**config.mk**
```make
export PLATFORM = sky130hd
export DESIGN_NAME = matrix_operand_loader
export DESIGN_NICKNAME = d
export VERILOG_FILES = /design/src/rtl/matrix_operand_loader_pkg.sv /design/src/rtl/matrix_operand_loader_beat_decoder.sv /design/src/rtl/matrix_operand_loader.sv
export SDC_FILE = /design/constraint.sdc
export NUM_CORES = 1
export LEC_CHECK = 0
export ABC_AREA = 1
export BUFFER_PORTS_ARGS = -buffer_cell sky130_fd_sc_hd__buf_2
export CAP_MARGIN = 15
export CORE_ASPECT_RATIO = 0.75
export CORE_UTILIZATION = 55
export DETAILED_ROUTE_END_ITERATION = 8
export PLACE_DENSITY = 0.81
export SYNTH_ARGS = -nofsm -noshare
export SYNTH_HDL_FRONTEND = slang
export SYNTH_SLANG_ARGS = --single-unit
```
**constraint.sdc**
```tcl
create_clock -name clk -period 6 [get_ports clk]
set_input_delay 1.8 -clock clk [delete_from_list [all_inputs] [get_ports clk]]
set_output_delay 1.8 -clock clk [all_outputs]
set_load 0.02 [all_outputs]
```
**src/rtl/matrix_operand_loader_pkg.sv**
```systemverilog
// Shared constants and state encoding for the matrix operand loader.
// Frames carry A then B, each stored row-major.
package matrix_operand_loader_pkg;
  localparam int ELEM_W    = 3;
  localparam int DIM       = 4;
  localparam int NELEM     = DIM * DIM;
  localparam int FRAME_LEN = 2 * NELEM;
  localparam int K_W       = $clog2(FRAME_LEN);
  localparam int IDX_W     = $clog2(NELEM);
  localparam int RC_W      = $clog2(DIM);
  localparam int FLAT_W    = NELEM * ELEM_W;
  localparam int BIT_W     = $clog2(FLAT_W);

  typedef enum logic [1:0] {
    ST_LOAD  = 2'd0,
    ST_HOLD  = 2'd1,
    ST_FLUSH = 2'd2
  } state_e;
endpackage

```
**src/rtl/matrix_operand_loader_beat_decoder.sv**
```systemverilog
// Maps a beat index within a frame to its target matrix, row and column.
// The first NELEM beats go to A, the remaining NELEM beats go to B.
module beat_decoder
  import matrix_operand_loader_pkg::*;
(
  input  logic [K_W-1:0]  k_i,
  output logic            sel_b_o,
  output logic [RC_W-1:0] row_o,
  output logic [RC_W-1:0] col_o
);
  logic [IDX_W-1:0] idx;

  assign sel_b_o = (k_i >= K_W'(NELEM));
  assign idx     = sel_b_o ? IDX_W'(k_i - K_W'(NELEM)) : IDX_W'(k_i);
  assign row_o   = RC_W'(idx / IDX_W'(DIM));
  assign col_o   = RC_W'(idx % IDX_W'(DIM));
endmodule

```
**src/rtl/matrix_operand_loader.sv**
```systemverilog
// Assembles serial 3-bit elements into operand matrices A and B and holds them
// on flat buses until the multiplier accepts the frame.
module matrix_operand_loader
  import matrix_operand_loader_pkg::*;
(
  input  logic              clk,
  input  logic              rst_n,
  input  logic              in_valid,
  output logic              in_ready,
  input  logic [ELEM_W-1:0] in_data,
  input  logic              in_last,
  output logic [FLAT_W-1:0] a_flat,
  output logic [FLAT_W-1:0] b_flat,
  output logic              mats_valid,
  input  logic              mats_ready,
  output logic              frame_err,
  output logic [7:0]        frame_cnt,
  output state_e            dbg_state
);
  // Handshake: a beat transfers on a rising edge with in_valid && in_ready,
  // a frame transfers on a rising edge with mats_valid && mats_ready.
  localparam logic [K_W-1:0] LAST_K = K_W'(FRAME_LEN - 1);

  state_e            state_q;
  logic [K_W-1:0]    k_q;
  logic [FLAT_W-1:0] a_q;
  logic [FLAT_W-1:0] b_q;
  logic              frame_err_q;
  logic [7:0]        frame_cnt_q;

  logic              dec_sel_b;
  logic [RC_W-1:0]   dec_row;
  logic [RC_W-1:0]   dec_col;
  logic [IDX_W-1:0]  elem_idx;
  logic [BIT_W-1:0]  bit_base;
  logic              accept;

  beat_decoder u_beat_decoder (
    .k_i     (k_q),
    .sel_b_o (dec_sel_b),
    .row_o   (dec_row),
    .col_o   (dec_col)
  );

  assign elem_idx = IDX_W'(int'(dec_row) * DIM + int'(dec_col));
  assign bit_base = BIT_W'(elem_idx) * BIT_W'(ELEM_W);
  assign accept   = in_valid && in_ready;

  always_ff @(posedge clk or negedge rst_n) begin
    if (!rst_n) begin
      state_q     <= ST_LOAD;
      k_q         <= '0;
      a_q         <= '0;
      b_q         <= '0;
      frame_err_q <= 1'b0;
      frame_cnt_q <= '0;
    end else begin
      frame_err_q <= 1'b0;
      case (state_q)
        ST_LOAD: begin
          if (accept) begin
            if (dec_sel_b) b_q[bit_base +: ELEM_W] <= in_data;
            else           a_q[bit_base +: ELEM_W] <= in_data;
            if (k_q == LAST_K) begin
              k_q <= '0;
              if (in_last) begin
                state_q <= ST_HOLD;
              end else begin
                frame_err_q <= 1'b1;
                state_q     <= ST_FLUSH;
              end
            end else if (in_last) begin
              // Short frame: restart at A[0][0]; stale elements are simply overwritten later.
              frame_err_q <= 1'b1;
              k_q         <= '0;
            end else begin
              k_q <= k_q + 1'b1;
            end
          end
        end
        ST_FLUSH: begin
          if (accept && in_last) state_q <= ST_LOAD;
        end
        ST_HOLD: begin
          if (mats_ready) begin
            frame_cnt_q <= frame_cnt_q + 8'd1;
            state_q     <= ST_LOAD;
          end
        end
        default: state_q <= ST_LOAD;
      endcase
    end
  end

  assign in_ready   = (state_q != ST_HOLD);
  assign mats_valid = (state_q == ST_HOLD);
  assign a_flat     = a_q;
  assign b_flat     = b_q;
  assign frame_err  = frame_err_q;
  assign frame_cnt  = frame_cnt_q;
  assign dbg_state  = state_q;
endmodule

```
==> summary.md <==
| Metric | Value |
|---|---|
| Status | finished clean |
| Required @ worst endpoint | 4200 ps |
| Crit-path max cell delay | 400 ps |
| Post-CTS setup buffers | 0 |
| # resized after CTS | 0 |
| Skew-Pair Late Insertion Delay | ~350 ps |
| Reg2reg setup slack | 3620 ps |
| Drt pass-1 iters | 5 |
| Vias in the first global route | just over 4k |
| R2R cell count | 10 |
| Post-Syn Area | 0.00529 mm^2 |
| Core ar. | 0.00920 mm^2 |
| Most numerous cell in the Yosys netlist | nand2_1 |
| Final hold vios | 0 |
| Leakage | 3.49 nW |
| Routed vias/inst | ~5.5 |
| Area leader, netlist | dfrtp_1 |
| Post-Synthesis Cells | 591 |
| Total GRT Usage | about a quarter |
| Final Max Slew Viols | 0 |
| Crit Path Category | reg2out |
| Starting utilization of the core area | a little under three fifths |
| HPWL Detailed | between 8000 and 9000 um |
| Slowest cell on crit path | dfrtp_1 |
| Post-route worst setup slack | 3070 ps |
| CP Depth | 4 |
| Min Tclk post-route | 2930 ps |
| Layout fillers | between 700 and 800 |
| CTS Buffer Depth | 2 |
| Initial drt markers | 463 |
| Reg-to-Reg Start | k_q[0] |
| Post-synth EDFFs | 0 |
| N_diodes | 0 |
| HP Class | reg2reg |
| Number of synthesized register bits | 112 |
| Crit Path Max Fanout | 3 |
| Root Buffer | clkbuf_16 |
| Register area share after synthesis | 53.0% |
| Worst vdd ir | about 250 uV |
| Dominant synthesized flop cell | dfrtp_1 |
| Num rows | 30 |
| Syn nets | 606 |
| Synth top area cells | dfrtp_1, nand2_1, nand3_1, nand4_1, inv_1 |
| Layout area overhead | 18.3% |
| Ys async rst share | 100% |
| Die Area | between 0.01 and 0.015 mm^2 |
| Fin Hold WS | 469 ps |
| Final Power | 2.44 mW |
| Chip width | approximately 120 um |
| CP Launch Type | register |
| Die height | 86.9 um |
| Total CTS buffers | 9 |
| Final net count | 714 |
| Yosys top cell area share | 53.0% |
| H-Tree Depth | 3 |
| Post-synth top cells | nand2_1, dfrtp_1, nand3_1 |
| Synthesis warning total | 0 |
| RSZ-0062 raised after global routing | false |
| Setup crit end kind | output pin |
| Total wire length | 12,700 um |
| Power Density | ~400 mW/mm^2 |
| Post-synthesis cell type count | 33 |
| Critical-path cell list | inv_2, nor2_1, inv_1, buf_2 |
| Port bufs | 116 |
| CTS tree | built |
| First-pass GRT wire length | around 20,000 um |
| Post-route setup TNS | 0 ps |
| DRC errors left | 0 |
| Maximum Capacitance Violations | 0 |
| Average size of a mapped cell | 8.95 um^2 |
| Slew headroom | roughly two fifths |
| Clock net sink count | 112 |
| GPL Wtd Cong | 0.895 |
| Clock skew | 7.46 ps |
| Clock Pin Slew Worst Setup and Hold Paths | around 80 ps |
| Share of layout cells above drive strength 1 | 25.1% |
| CP top delay family | flip-flops |
| Worst slew pin tran | 892 ps |
| Post-route ant nets | 0 |
| Critical Path End | in_ready |
| Vias | 4,543 |
| Largest net degree at the start of global routing | 72 |
| Hold Path Stages | 2 |
| Worst reg2reg endpoint | b_flat[41] |
| Final setup viols | 0 |
| Fin crit share | 48.9% |
| Total grt overflow | 0 |
| Hold Buf Count CTS | 0 |
| FMAX | 341 MHz |
| Wirelength per Cell | between 15 and 20 um |
| Initial antenna violation count | 0 |
| IO Count | 117 |
| WP buf/inv | 3 |
| DP Worst Slack | 2320 ps |
| CP Launch Point | dbg_state[0] |
| WP data arrival | 1130 ps |
registers in the layout, summed over array words and instances, names as in the netlist:
register / cells
frame_cnt: 8
b_flat: 48
k_q: 5
dbg_state: 2
a_flat: 48
frame_err: 1
tightest hold or removal path, stage by stage (launching register included):
cell	delay, ps
dfrtp_1	340
nand2_1	50
nand2_1	50
metal layers:
layer | share of wire (%) | GRT usage [%] | up-vias
met1 | 47 | 40.6 | 2152
li1 | - | - | 2167
met5 | 0 | 0 | -
met2 | 44 | 39.3 | 215
met4 | 0.90 | 5.08 | 0
met3 | 8.1 | 6.05 | 9
cell usage in the layout, fill, tap and decap left out, drive strengths merged, types with 7 or more instances in the layout:
cell type / count
buf: 119
clkbuf: 10
dfrtp: 112
ha: 7
inv: 39
nand2: 216
nand3: 81
nand4: 39
nor2: 37
o21ai: 26
stage by stage:
stage | utilization, % | std cells | cell area [um^2]
after floorplan | - | 591 | 5290
after global placement | 64.1 | 814 | 5890
after detailed placement | 64.1 | 814 | 5890
after CTS | 67.6 | 830 | 6220
after global routing | 68.1 | 832 | 6260
final | 68.1 | 832 | 6260
logic make-up after synthesis:
| kind of cell | count (synthesis) | share of synthesized area [%] |
|---|---|---|
| simple gates | 376 | 35.5 |
| compound gates | 32 | 3.17 |
| flops | 112 | 53.0 |
| fa+ha+maj | 7 | 1.66 |
| buf+inv | 58 | 5.72 |
| xor+xnor | 6 | 0.994 |
how the worst min path moves through the flow:
stage                     from         end  slack [ps]
floorplan           a_flat[15]  a_flat[15]         580
global placement    a_flat[17]  a_flat[17]         450
detailed placement  b_flat[46]  b_flat[46]         460
CTS                 b_flat[46]  b_flat[46]         470
global route        a_flat[23]  a_flat[23]         480
finish              a_flat[23]  a_flat[23]         470
power breakdown:
group          internal (mW)  switching, mW  leakage (nW)  total, mW
Clock                  0.373          0.285         0.160      0.658
Combinational          0.220          0.599          1.80      0.819
Sequential             0.875         0.0882          1.54      0.963
Total                   1.47          0.972          3.49       2.44
final cells by class:
class | instances | area [um^2] | area share [%]
flip-flops and latches | 112 | 2800 | 44.8
multi-input cells | 421 | 2190 | 35.1
repair buffers | 119 | 631 | 10.1
clock buffers | 10 | 229 | 3.66
well taps | 128 | 160 | 2.56
inverters | 36 | 145 | 2.32
clock inverters | 6 | 97.6 | 1.56
Power figures use the tool's default switching activity.
